--- config.mk ---
export PLATFORM = sky130hd
export DESIGN_NAME = axi_master_cmd_flat
export DESIGN_NICKNAME = d
export VERILOG_FILES = /design/src/rtl/axi_master_cmd_pkg.sv /design/src/rtl/axi_master_cmd_if.sv /design/src/rtl/axi_master_beat_ctr.sv /design/src/rtl/axi_master_cmd.sv /design/src/flat_wrapper.sv
export SDC_FILE = /design/constraint.sdc
export NUM_CORES = 1
export LEC_CHECK = 0
export ABC_AREA = 1
export CORE_AREA = 5 5 122 101
export CTS_CLUSTER_DIAMETER = 200
export CTS_CLUSTER_SIZE = 20
export DETAILED_ROUTE_END_ITERATION = 10
export DIE_AREA = 0 0 127 106
export MAX_ROUTING_LAYER = met4
export PLACE_DENSITY = 0.81
export SETUP_SLACK_MARGIN = 0.2
export SYNTH_ARGS = -nofsm -noshare
export SYNTH_HDL_FRONTEND = slang
export SYNTH_SLANG_ARGS = --single-unit
--- constraint.sdc ---
create_clock -name aclk -period 2.08 [get_ports aclk]
set_input_delay 0.416 -clock aclk [delete_from_list [all_inputs] [get_ports aclk]]
set_output_delay 0.416 -clock aclk [all_outputs]
set_load 0.01 [all_outputs]
--- src/rtl/axi_master_cmd_pkg.sv ---
// Shared AXI types and constants for the single-outstanding command master.
package axi_master_cmd_pkg;

  typedef logic [31:0] addr_t;
  typedef logic [31:0] data_t;
  typedef logic [7:0]  len_t;
  typedef logic [2:0]  size_t;
  typedef logic [1:0]  burst_t;
  typedef logic [1:0]  resp_t;

  localparam burst_t BURST_FIXED = 2'b00;
  localparam burst_t BURST_INCR  = 2'b01;

  localparam resp_t RESP_OKAY   = 2'b00;
  localparam resp_t RESP_SLVERR = 2'b10;

  function automatic logic resp_is_err(input resp_t resp);
    return resp != RESP_OKAY;
  endfunction

endpackage

--- src/rtl/axi_master_cmd_if.sv ---
// AXI bus bundle (AW/W/B/AR/R) with master and slave views.
interface AXI_if;
  import axi_master_cmd_pkg::*;

  logic   awvalid;
  logic   awready;
  addr_t  awaddr;
  len_t   awlen;
  size_t  awsize;
  burst_t awburst;

  logic   wvalid;
  logic   wready;
  data_t  wdata;
  logic   wlast;

  logic   bvalid;
  logic   bready;
  resp_t  bresp;

  logic   arvalid;
  logic   arready;
  addr_t  araddr;
  len_t   arlen;
  size_t  arsize;
  burst_t arburst;

  logic   rvalid;
  logic   rready;
  data_t  rdata;
  resp_t  rresp;
  logic   rlast;

  modport master (
    output awvalid, awaddr, awlen, awsize, awburst,
    input  awready,
    output wvalid, wdata, wlast,
    input  wready,
    input  bvalid, bresp,
    output bready,
    output arvalid, araddr, arlen, arsize, arburst,
    input  arready,
    input  rvalid, rdata, rresp, rlast,
    output rready
  );

  modport slave (
    input  awvalid, awaddr, awlen, awsize, awburst,
    output awready,
    input  wvalid, wdata, wlast,
    output wready,
    output bvalid, bresp,
    input  bready,
    input  arvalid, araddr, arlen, arsize, arburst,
    output arready,
    output rvalid, rdata, rresp, rlast,
    input  rready
  );

endinterface

--- src/rtl/axi_master_beat_ctr.sv ---
// Beat counter for the active burst; last_o flags the final beat (count == len).
module axi_master_beat_ctr
  import axi_master_cmd_pkg::*;
(
  input  logic clk_i,
  input  logic rst_ni,
  input  logic clr_i,
  input  logic inc_i,
  input  len_t len_i,
  output logic last_o
);

  len_t cnt_q, cnt_d;

  always_comb begin
    cnt_d = cnt_q;
    if (clr_i) begin
      cnt_d = '0;
    end else if (inc_i) begin
      cnt_d = cnt_q + len_t'(1);
    end
  end

  always_ff @(posedge clk_i) begin
    if (!rst_ni) begin
      cnt_q <= '0;
    end else begin
      cnt_q <= cnt_d;
    end
  end

  assign last_o = (cnt_q == len_i);

endmodule

--- src/rtl/axi_master_cmd.sv ---
// Single-outstanding AXI burst master: turns one user command into an AR/R or AW/W/B
// exchange and reports completion with a one-cycle done pulse plus an error flag.
module axi_master_cmd
  import axi_master_cmd_pkg::*;
#(
  parameter int unsigned MAX_LEN = 7
) (
  input  logic   aclk,
  input  logic   areset_n,
  AXI_if.master  m_axi,
  input  logic   cmd_valid,
  output logic   cmd_ready,
  input  logic   cmd_write,
  input  addr_t  cmd_addr,
  input  len_t   cmd_len,
  input  size_t  cmd_size,
  input  burst_t cmd_burst,
  input  data_t  usr_wdata,
  input  logic   usr_wvalid,
  output logic   usr_wready,
  output data_t  usr_rdata,
  output logic   usr_rvalid,
  output logic   usr_rlast,
  output logic   done,
  output logic   done_err
);

  typedef enum logic [2:0] {StIdle, StAr, StR, StAw, StW, StB} state_e;

  state_e state_q, state_d;
  addr_t  addr_q, addr_d;
  len_t   len_q, len_d;
  size_t  size_q, size_d;
  burst_t burst_q, burst_d;
  logic   err_q, err_d;
  logic   rej_q, rej_d;
  logic   live_q;

  logic cmd_hs, len_bad, last;
  logic ar_hs, aw_hs, r_hs, w_hs, b_hs;
  logic cur_err, finish;

  // live_q keeps cmd_ready low while reset is held and until the first edge after release.
  assign cmd_ready = live_q && (state_q == StIdle);
  assign cmd_hs    = cmd_valid && cmd_ready;
  assign len_bad   = 32'(cmd_len) > MAX_LEN;

  assign m_axi.arvalid = (state_q == StAr);
  assign m_axi.araddr  = addr_q;
  assign m_axi.arlen   = len_q;
  assign m_axi.arsize  = size_q;
  assign m_axi.arburst = burst_q;
  assign m_axi.awvalid = (state_q == StAw);
  assign m_axi.awaddr  = addr_q;
  assign m_axi.awlen   = len_q;
  assign m_axi.awsize  = size_q;
  assign m_axi.awburst = burst_q;
  assign m_axi.wvalid  = (state_q == StW) && usr_wvalid;
  assign m_axi.wdata   = usr_wdata;
  assign m_axi.wlast   = (state_q == StW) && last;
  assign m_axi.bready  = (state_q == StB);
  assign m_axi.rready  = (state_q == StR);

  assign ar_hs = m_axi.arvalid && m_axi.arready;
  assign aw_hs = m_axi.awvalid && m_axi.awready;
  assign r_hs  = (state_q == StR) && m_axi.rvalid;
  assign w_hs  = m_axi.wvalid && m_axi.wready;
  assign b_hs  = (state_q == StB) && m_axi.bvalid;

  assign usr_wready = (state_q == StW) && m_axi.wready;
  assign usr_rvalid = r_hs;
  assign usr_rdata  = m_axi.rdata;
  assign usr_rlast  = r_hs && last;

  // A read beat is also in error when the slave's rlast disagrees with our own count.
  assign cur_err = (r_hs && (resp_is_err(m_axi.rresp) || (m_axi.rlast != last))) ||
                   (b_hs && resp_is_err(m_axi.bresp));
  assign finish   = (r_hs && last) || b_hs;
  assign done     = rej_q || finish;
  assign done_err = rej_q || (finish && (err_q || cur_err));

  always_comb begin
    state_d = state_q;
    addr_d  = addr_q;
    len_d   = len_q;
    size_d  = size_q;
    burst_d = burst_q;
    err_d   = err_q;
    rej_d   = 1'b0;
    unique case (state_q)
      StIdle: begin
        err_d = 1'b0;
        if (cmd_hs) begin
          addr_d  = cmd_addr;
          len_d   = cmd_len;
          size_d  = cmd_size;
          burst_d = cmd_burst;
          if (len_bad) begin
            rej_d = 1'b1;
          end else begin
            state_d = cmd_write ? StAw : StAr;
          end
        end
      end
      StAr: if (ar_hs) state_d = StR;
      StR: begin
        err_d = err_q || cur_err;
        if (r_hs && last) state_d = StIdle;
      end
      StAw: if (aw_hs) state_d = StW;
      StW:  if (w_hs && last) state_d = StB;
      StB:  if (b_hs) state_d = StIdle;
      default: state_d = StIdle;
    endcase
  end

  always_ff @(posedge aclk) begin
    if (!areset_n) begin
      state_q <= StIdle;
      addr_q  <= '0;
      len_q   <= '0;
      size_q  <= '0;
      burst_q <= '0;
      err_q   <= 1'b0;
      rej_q   <= 1'b0;
      live_q  <= 1'b0;
    end else begin
      state_q <= state_d;
      addr_q  <= addr_d;
      len_q   <= len_d;
      size_q  <= size_d;
      burst_q <= burst_d;
      err_q   <= err_d;
      rej_q   <= rej_d;
      live_q  <= 1'b1;
    end
  end

  axi_master_beat_ctr u_beat_ctr (
    .clk_i  (aclk),
    .rst_ni (areset_n),
    .clr_i  (state_q == StIdle),
    .inc_i  (r_hs || w_hs),
    .len_i  (len_q),
    .last_o (last)
  );

endmodule

--- src/flat_wrapper.sv ---
// flat-port wrapper written by rule: the top's interface ports become plain ports
module axi_master_cmd_flat import axi_master_cmd_pkg::*;
#(
  parameter int unsigned MAX_LEN = 7
)
  (aclk, areset_n, cmd_valid, cmd_ready, cmd_write, cmd_addr, cmd_len, cmd_size, cmd_burst, usr_wdata, usr_wvalid, usr_wready, usr_rdata, usr_rvalid, usr_rlast, done, done_err, m_axi_awvalid, m_axi_awaddr, m_axi_awlen, m_axi_awsize, m_axi_awburst, m_axi_awready, m_axi_wvalid, m_axi_wdata, m_axi_wlast, m_axi_wready, m_axi_bvalid, m_axi_bresp, m_axi_bready, m_axi_arvalid, m_axi_araddr, m_axi_arlen, m_axi_arsize, m_axi_arburst, m_axi_arready, m_axi_rvalid, m_axi_rdata, m_axi_rresp, m_axi_rlast, m_axi_rready);
  AXI_if m_axi_i ();
  input  logic aclk;
  input  logic areset_n;
  input  logic cmd_valid;
  output logic cmd_ready;
  input  logic cmd_write;
  input  addr_t cmd_addr;
  input  len_t cmd_len;
  input  size_t cmd_size;
  input  burst_t cmd_burst;
  input  data_t usr_wdata;
  input  logic usr_wvalid;
  output logic usr_wready;
  output data_t usr_rdata;
  output logic usr_rvalid;
  output logic usr_rlast;
  output logic done;
  output logic done_err;
  output wire logic [$bits(m_axi_i.awvalid)-1:0] m_axi_awvalid;
  output wire logic [$bits(m_axi_i.awaddr)-1:0] m_axi_awaddr;
  output wire logic [$bits(m_axi_i.awlen)-1:0] m_axi_awlen;
  output wire logic [$bits(m_axi_i.awsize)-1:0] m_axi_awsize;
  output wire logic [$bits(m_axi_i.awburst)-1:0] m_axi_awburst;
  input wire logic [$bits(m_axi_i.awready)-1:0] m_axi_awready;
  output wire logic [$bits(m_axi_i.wvalid)-1:0] m_axi_wvalid;
  output wire logic [$bits(m_axi_i.wdata)-1:0] m_axi_wdata;
  output wire logic [$bits(m_axi_i.wlast)-1:0] m_axi_wlast;
  input wire logic [$bits(m_axi_i.wready)-1:0] m_axi_wready;
  input wire logic [$bits(m_axi_i.bvalid)-1:0] m_axi_bvalid;
  input wire logic [$bits(m_axi_i.bresp)-1:0] m_axi_bresp;
  output wire logic [$bits(m_axi_i.bready)-1:0] m_axi_bready;
  output wire logic [$bits(m_axi_i.arvalid)-1:0] m_axi_arvalid;
  output wire logic [$bits(m_axi_i.araddr)-1:0] m_axi_araddr;
  output wire logic [$bits(m_axi_i.arlen)-1:0] m_axi_arlen;
  output wire logic [$bits(m_axi_i.arsize)-1:0] m_axi_arsize;
  output wire logic [$bits(m_axi_i.arburst)-1:0] m_axi_arburst;
  input wire logic [$bits(m_axi_i.arready)-1:0] m_axi_arready;
  input wire logic [$bits(m_axi_i.rvalid)-1:0] m_axi_rvalid;
  input wire logic [$bits(m_axi_i.rdata)-1:0] m_axi_rdata;
  input wire logic [$bits(m_axi_i.rresp)-1:0] m_axi_rresp;
  input wire logic [$bits(m_axi_i.rlast)-1:0] m_axi_rlast;
  output wire logic [$bits(m_axi_i.rready)-1:0] m_axi_rready;
  assign m_axi_awvalid = m_axi_i.awvalid;
  assign m_axi_awaddr = m_axi_i.awaddr;
  assign m_axi_awlen = m_axi_i.awlen;
  assign m_axi_awsize = m_axi_i.awsize;
  assign m_axi_awburst = m_axi_i.awburst;
  assign m_axi_i.awready = m_axi_awready;
  assign m_axi_wvalid = m_axi_i.wvalid;
  assign m_axi_wdata = m_axi_i.wdata;
  assign m_axi_wlast = m_axi_i.wlast;
  assign m_axi_i.wready = m_axi_wready;
  assign m_axi_i.bvalid = m_axi_bvalid;
  assign m_axi_i.bresp = m_axi_bresp;
  assign m_axi_bready = m_axi_i.bready;
  assign m_axi_arvalid = m_axi_i.arvalid;
  assign m_axi_araddr = m_axi_i.araddr;
  assign m_axi_arlen = m_axi_i.arlen;
  assign m_axi_arsize = m_axi_i.arsize;
  assign m_axi_arburst = m_axi_i.arburst;
  assign m_axi_i.arready = m_axi_arready;
  assign m_axi_i.rvalid = m_axi_rvalid;
  assign m_axi_i.rdata = m_axi_rdata;
  assign m_axi_i.rresp = m_axi_rresp;
  assign m_axi_i.rlast = m_axi_rlast;
  assign m_axi_rready = m_axi_i.rready;
  axi_master_cmd #(.MAX_LEN(MAX_LEN)) u_core (.aclk(aclk), .areset_n(areset_n), .m_axi(m_axi_i), .cmd_valid(cmd_valid), .cmd_ready(cmd_ready), .cmd_write(cmd_write), .cmd_addr(cmd_addr), .cmd_len(cmd_len), .cmd_size(cmd_size), .cmd_burst(cmd_burst), .usr_wdata(usr_wdata), .usr_wvalid(usr_wvalid), .usr_wready(usr_wready), .usr_rdata(usr_rdata), .usr_rvalid(usr_rvalid), .usr_rlast(usr_rlast), .done(done), .done_err(done_err));
endmodule
# Word level (Yosys, flattened, before mapping)
# Index checks and enable logic that the tools add are counted.
dict set report totals {
  output_inout_bits 166
  elab_cells 68
  inputBits 124
  regBits 59
}
dict set report op_classes {
  order_cmp 1
  reduce_logical 30
  n_mux 12
  addsub 1
  bitwise 1
  eq_ne 14
}
# op count
set ops {}
lappend ops {{$mux W3} 7}
lappend ops {{$pmux W3 S6} 1}
lappend ops {{$logic_and A1 B1 Y1} 15}
lappend ops {{$ne A2 B2 Y1 const B} 5}
lappend ops {{$add A8 B1 Y8 const B} 1}
lappend ops {{$eq A8 B8 Y1} 1}
lappend ops {{$gt A8 B3 Y1 const B} 1}
lappend ops {{$logic_or A1 B1 Y1} 7}
lappend ops {{$reduce_and A7 Y1} 1}
lappend ops {{$eq A3 B2 Y1 const B} 2}
lappend ops {{$eq A3 B3 Y1 const B} 2}
lappend ops {{$reduce_bool A2 Y1} 3}
lappend ops {{$ne A2 B1 Y1 const B} 2}
lappend ops {{$eq A3 B1 Y1 const B} 1}
lappend ops {{$logic_not A3 Y1} 1}
lappend ops {{$reduce_and A3 Y1} 1}
lappend ops {{$mux W1} 2}
lappend ops {{$mux W2} 1}
lappend ops {{$pmux W1 S2} 1}
lappend ops {{$reduce_and A2 Y1} 1}
lappend ops {{$reduce_or A2 Y1} 1}
lappend ops {{$ne A1 B1 Y1} 1}
lappend ops {{$not A1 Y1} 1}

# Logic depth before layout (Yosys ltp)
dict set report depth {
  word_depth 8
  depth_mapped 12
  ltp_nobuf 12
}

# Cells and area by module
# From an unflattened synthesis, not the netlist that was laid out.
dict set report unflattened {
  hier_cells 485
  hier_area_um2 3492.1
}
# module area_per_inst_um2 cells_per_inst n_inst
set by_module_without_submodules {}
lappend by_module_without_submodules {axi_master_cmd 2966.6 393 1}
lappend by_module_without_submodules {axi_master_beat_ctr 525.5 92 1}

# Worst setup path before layout
# OpenSTA, ideal clock, no wires.
dict set report synth_timing {
  path_kind {register to output}
  start {register u_core.state_q[0]}
  end {output port done_err}
  required_ps 1664
  stages_incl_launch_ff 9
  arrival_time_ps 1409
  path_buffers 0
  slack_ps 255
  cell_sequence {dfxtp_1 > inv_1 > nor3_1 > nand2_1 > nor2_1 > nor2_1 > nand2_1 > nand2_1 > nand2_1}
}
dict set report synth_between {
  elab_chain_len 7
  word_cells_on_any_way 12
}
# item line_no
set synth_rtl {}
lappend synth_rtl {{start: declaration} axi_master_cmd.sv:30} ;# state_e state_q, state_d;
lappend synth_rtl {{start signal: assignment} axi_master_cmd.sv:119} ;# state_q <= StIdle;
lappend synth_rtl {{start signal: assignment} axi_master_cmd.sv:128} ;# state_q <= state_d;
lappend synth_rtl {{$eq A3 B3 Y1 *} n/a}
lappend synth_rtl {{named net m_axi_bready} flat_wrapper.sv:37} ;# output wire logic [$bits(m_axi_i.bready)-1:0] m_axi_bready;
lappend synth_rtl {{$logic_and A1 B1 Y1 *} axi_master_cmd.sv:68} ;# assign b_hs = (state_q == StB) && m_axi.bvalid;
lappend synth_rtl {{$logic_and A1 B1 Y1} axi_master_cmd.sv:77} ;# (b_hs && resp_is_err(m_axi.bresp));
lappend synth_rtl {{$logic_or A1 B1 Y1} axi_master_cmd.sv:76} ;# assign cur_err = (r_hs && (resp_is_err(m_axi.rresp) || (m_axi.rlast != last))) ||
lappend synth_rtl {{$logic_or A1 B1 Y1} axi_master_cmd.sv:80} ;# assign done_err = rej_q || (finish && (err_q || cur_err));
lappend synth_rtl {{$logic_and A1 B1 Y1 *} axi_master_cmd.sv:80}
lappend synth_rtl {{$logic_or A1 B1 Y1 *} axi_master_cmd.sv:80}
lappend synth_rtl {{end: declaration} flat_wrapper.sv:24} ;# output logic done_err;
# The timed path passes the listed nets; every way through them passes the cells marked *.

# Final worst setup path
dict set report layout_timing {
  start {register u_core.len_q[6], in the netlist u_core.m_axi.arlen[6]}
  end {output port done_err}
}
dict set report layout_between {
  elab_chain_len 8
  word_cells_on_any_way 10
}
# item line_no
set layout_rtl {}
lappend layout_rtl {{start: declaration} axi_master_cmd.sv:32} ;# len_t len_q, len_d;
lappend layout_rtl {{start signal: assignment} axi_master_cmd.sv:130} ;# len_q <= len_d;
lappend layout_rtl {{$eq A8 B8 Y1 *} axi_master_beat_ctr.sv:32} ;# assign last_o = (cnt_q == len_i);
lappend layout_rtl {{$ne A1 B1 Y1} axi_master_cmd.sv:76}
lappend layout_rtl {{$logic_or A1 B1 Y1} axi_master_cmd.sv:76}
lappend layout_rtl {{$logic_and A1 B1 Y1} axi_master_cmd.sv:76}
lappend layout_rtl {{$logic_or A1 B1 Y1} axi_master_cmd.sv:76}
lappend layout_rtl {{$logic_or A1 B1 Y1} axi_master_cmd.sv:80}
lappend layout_rtl {{$logic_and A1 B1 Y1 *} axi_master_cmd.sv:80}
lappend layout_rtl {{$logic_or A1 B1 Y1 *} axi_master_cmd.sv:80}
# Every way passes the cells marked *; elsewhere a longest branch is shown, timed or not.

==> impl_metrics.json <==
{
  "finalSetupViolCount": 0,
  "slew_violations": 0,
  "synthCells": 465,
  "clockBufferDepth": 2,
  "synth_top_area_share_pct": 34.7,
  "fillers": 1072,
  "peakVddDrop_mv": 0.491,
  "hpwl_um": 7460,
  "final_core_util_pct": 44.7,
  "die_x_um": 127,
  "grt-ovfl-total": 0,
  "outcome": "complete, no violations",
  "die_area_um2": 13500,
  "grt_max_degree": 44,
  "path_clk_slew_ns": 0.05,
  "fp.dieH_um": 106,
  "grt_util_all_layers_pct": 15.3,
  "path_delay_family": "simple AND/OR/NAND/NOR gates",
  "fin_ws_ns": 0.00874,
  "routed-via-count": 3152,
  "grt_pass1_wl_um": 16000,
  "area_growth_syn_to_layout_pct": 45.9,
  "netSwitchingFraction_pct": 33.9,
  "worstSetupPathType": "reg2out",
  "multi_input_comb_area_um2": 1270,
  "cp-start-kind": "register",
  "fin_crit_sh_pct": 99.6,
  "diodes": 0,
  "ys_warn_count": 0,
  "placed_cell_area_um2": 4570,
  "worst_pin_slew_ns": 0.490,
  "final.setup.tns_ns": 0,
  "insertion_delay_ns": 0.32,
  "grt_pass1_vias": 3155,
  "cp.arrival_ns": 1.66,
  "cp_max_fo": 3,
  "cts_tree": "built",
  "rr_worst_depth": 14,
  "critPathBufInv": 1,
  "core_area_um2": 11100,
  "drc": 0,
  "fmax_mhz": 483,
  "drive_above_1_share_pct": 20.0,
  "yosys_register_bits": 59,
  "worstSetupPathDepth": 11,
  "drv_cap": 0,
  "p_seq_share_pct": 28.3,
  "hold_violations": 0,
  "drtIter0Drc": 151,
  "cts_buffers": 9,
  "start_util_pct": 30.6,
  "hold_buffers": 0,
  "cts_sinks": 59,
  "drt-wirelength-per-cell_um": 14.4,
  "hold_path.class": "reg2reg",
  "cp.required_ns": 1.66,
  "drtPass1Iterations": 4,
  "cts_root_buffer": "clkbuf_16",
  "wl_um": 10100,
  "nNetsFinal": 676,
  "synth-seq-area-share_pct": 34.7,
  "leakage_nw": 1.96,
  "finalClockSkew_ns": 0.00348,
  "critPathMaxStageDelay_ns": 0.35,
  "synthesis.nets": 590,
  "boundaryPins": 290,
  "finalCriticalPeriod_ns": 2.07,
  "dp_slack_ns": -0.220,
  "power_density_nw_per_um2": 981,
  "p_sw_w": 0.00165,
  "synth_area_leader_cell": "dfxtp_1",
  "floorplan.rows": 35,
  "pwr-share-clk_pct": 29.9,
  "p_int_w": 0.00323,
  "finalInstanceArea_um2": 4970,
  "htree_levels": 3,
  "p_comb_share_pct": 41.9,
  "path_common_cell": "nand2_1",
  "finalPower_w": 0.00488,
  "syn_avg_cell_area_um2": 7.33,
  "port-buffer-count": 161,
  "cpMaxStageDelayCell": "dfxtp_1",
  "path_cells": "xnor2_1, nand2_1, nor2_4, nand2_1, nand2_1, nand3_1, nand2_1, nand2_1, nand2_1, nand2_1, buf_2",
  "ys_types": 28,
  "place_congestion": 0.809,
  "route.antenna.remaining_nets": 0,
  "rsz0062_at_grt": "true",
  "regArea_um2": 1190,
  "synth.top_cells.by_area": "dfxtp_1 35%, buf_4 24%, nand2_1 9.0%",
  "min_path_cells": 2,
  "antenna_found_initial": 0,
  "syn_area_um2": 3410,
  "end_kind": "output port",
  "slew_headroom_pct": 67.3,
  "via_per_inst": 4.48
}
## worst register-to-register path: stages (launching register included)
cell	delay (ns)
dfxtp_4	0.35
inv_2	0.06
nand2_2	0.05
nand2_2	0.06
nand2_2	0.06
nor2_4	0.13
buf_6	0.10
buf_6	0.09
nand3_4	0.08
buf_4	0.14
buf_4	0.12
nand2_2	0.07
nand3_2	0.10
nor2_1	0.14
nor2_2	0.05
## power groups by stage
| stage | combinational (W) | sequential (W) | clock, W |
|---|---|---|---|
| 5_1_grt | 0.00223 | 0.00140 | 0.00156 |
| 4_1_cts | 0.00199 | 0.00137 | 0.00151 |
| 3_5_place_dp | 0.00195 | 0.00139 | 0 |
| 3_3_place_gp | 0.00190 | 0.00138 | 0 |
| 2_1_floorplan | 0.00113 | 0.00145 | 0 |
| 6_report | 0.00204 | 0.00138 | 0.00146 |
## area by class of cell
type                            count  area share, %
Timing Repair Buffer              203           38.5
Multi-Input combinational cell    247           25.5
Sequential cell                    59           24.0
Clock buffer                       13           5.24
Tap cell                          148           3.73
Inverter                           31           2.34
Clock inverter                      2          0.705
## placed cells by master, fill, tap and decap left out, types with 2 or more instances in the layout
master           count
a21oi_1             53
buf_2                3
buf_4               38
buf_6                6
clkbuf_1             2
clkbuf_16            9
clkbuf_2             3
clkbuf_8             2
clkdlybuf4s50_1    148
dfxtp_1             51
dfxtp_2              7
dlygate4sd2_1        3
inv_1               20
inv_2               10
nand2_1             77
nand2_2              8
nand2_4              2
nand3_1             47
nand3_2              4
nand4_1              2
nor2_1              23
nor2_2               4
nor2_4               5
nor3_2               2
o21ai_0              6
xnor2_1              4
## repair_timing
action                                  4_1_cts  5_1_grt
buffers inserted                              2        5
resized for setup                            42       26
pin swaps                                     7        8
endpoints found under the setup margin       12       11
cloned                                        0        0
## synth_stat cells
cell type / number
nor2_4: 2
a22oi_1: 1
o21ai_1: 1
nand2_4: 2
nor2_1: 26
nand3_2: 3
nor3b_1: 1
nor3_4: 1
nand4_1: 2
nand2_2: 3
ha_1: 1
nand2_1: 82
buf_4: 110
inv_1: 27
dfxtp_1: 59
xnor2_1: 5
nand3b_1: 1
nand3_4: 1
or2_2: 1
buf_2: 4
o21ai_0: 6
clkbuf_1: 14
nand3_1: 48
a21oi_1: 53
inv_2: 3
nor2_2: 4
clkinv_1: 1
nor3_1: 3
## path summary, 6_finish.rpt
check / from / endpoint / slack (ns)
setup / recovery: u_core.m_axi.arlen[6]$_SDFFE_PN0P_ / done_err / 0.009
hold reg to reg: u_core.m_axi.araddr[12]$_SDFFE_PN0P_ / u_core.m_axi.araddr[12]$_SDFFE_PN0P_ / 0.48
hold / removal: u_core.m_axi.araddr[12]$_SDFFE_PN0P_ / u_core.m_axi.araddr[12]$_SDFFE_PN0P_ / 0.48
setup reg to reg: u_core.m_axi.arlen[4]$_SDFFE_PN0P_ / u_core.state_q[1]$_SDFFE_PN0P_ / 0.36
## sequential cells by signal (all words and copies together) (netlist names)
signal                   cells
u_core.m_axi.araddr         32
u_core.m_axi.arlen           8
u_core.u_beat_ctr.cnt_q      8
u_core.m_axi.arsize          3
u_core.state_q               3
u_core.m_axi.arburst         2
u_core.err_q                 1
u_core.live_q                1
u_core.rej_q                 1
## logic make-up after synthesis
family | count (synthesis) | share of synthesized area (%)
compound gates | 61 | 9.03
xor+xnor | 5 | 1.29
fa+ha+maj | 1 | 0.367
buf+inv | 159 | 29.8
flops | 59 | 34.7
simple gates | 180 | 24.9
## metal layers
layer | vias to the layer above | share of wire (%) | track usage, %
li1 | 1545 | - | -
met2 | 135 | 49 | 25.2
met1 | 1441 | 40 | 17.2
met4 | 0 | 2.6 | 5.74
met5 | - | 0 | -
met3 | 31 | 7.7 | 5.42
## stage by stage
step / cells / hold WS (ns)
after CTS: 698 / 0.480
final: 703 / 0.476
after floorplan: 465 / 0.444
after detailed placement: 681 / 0.472
after global routing: 703 / 0.505
after global placement: 681 / 0.464
(Power assumes the default switching activity.)
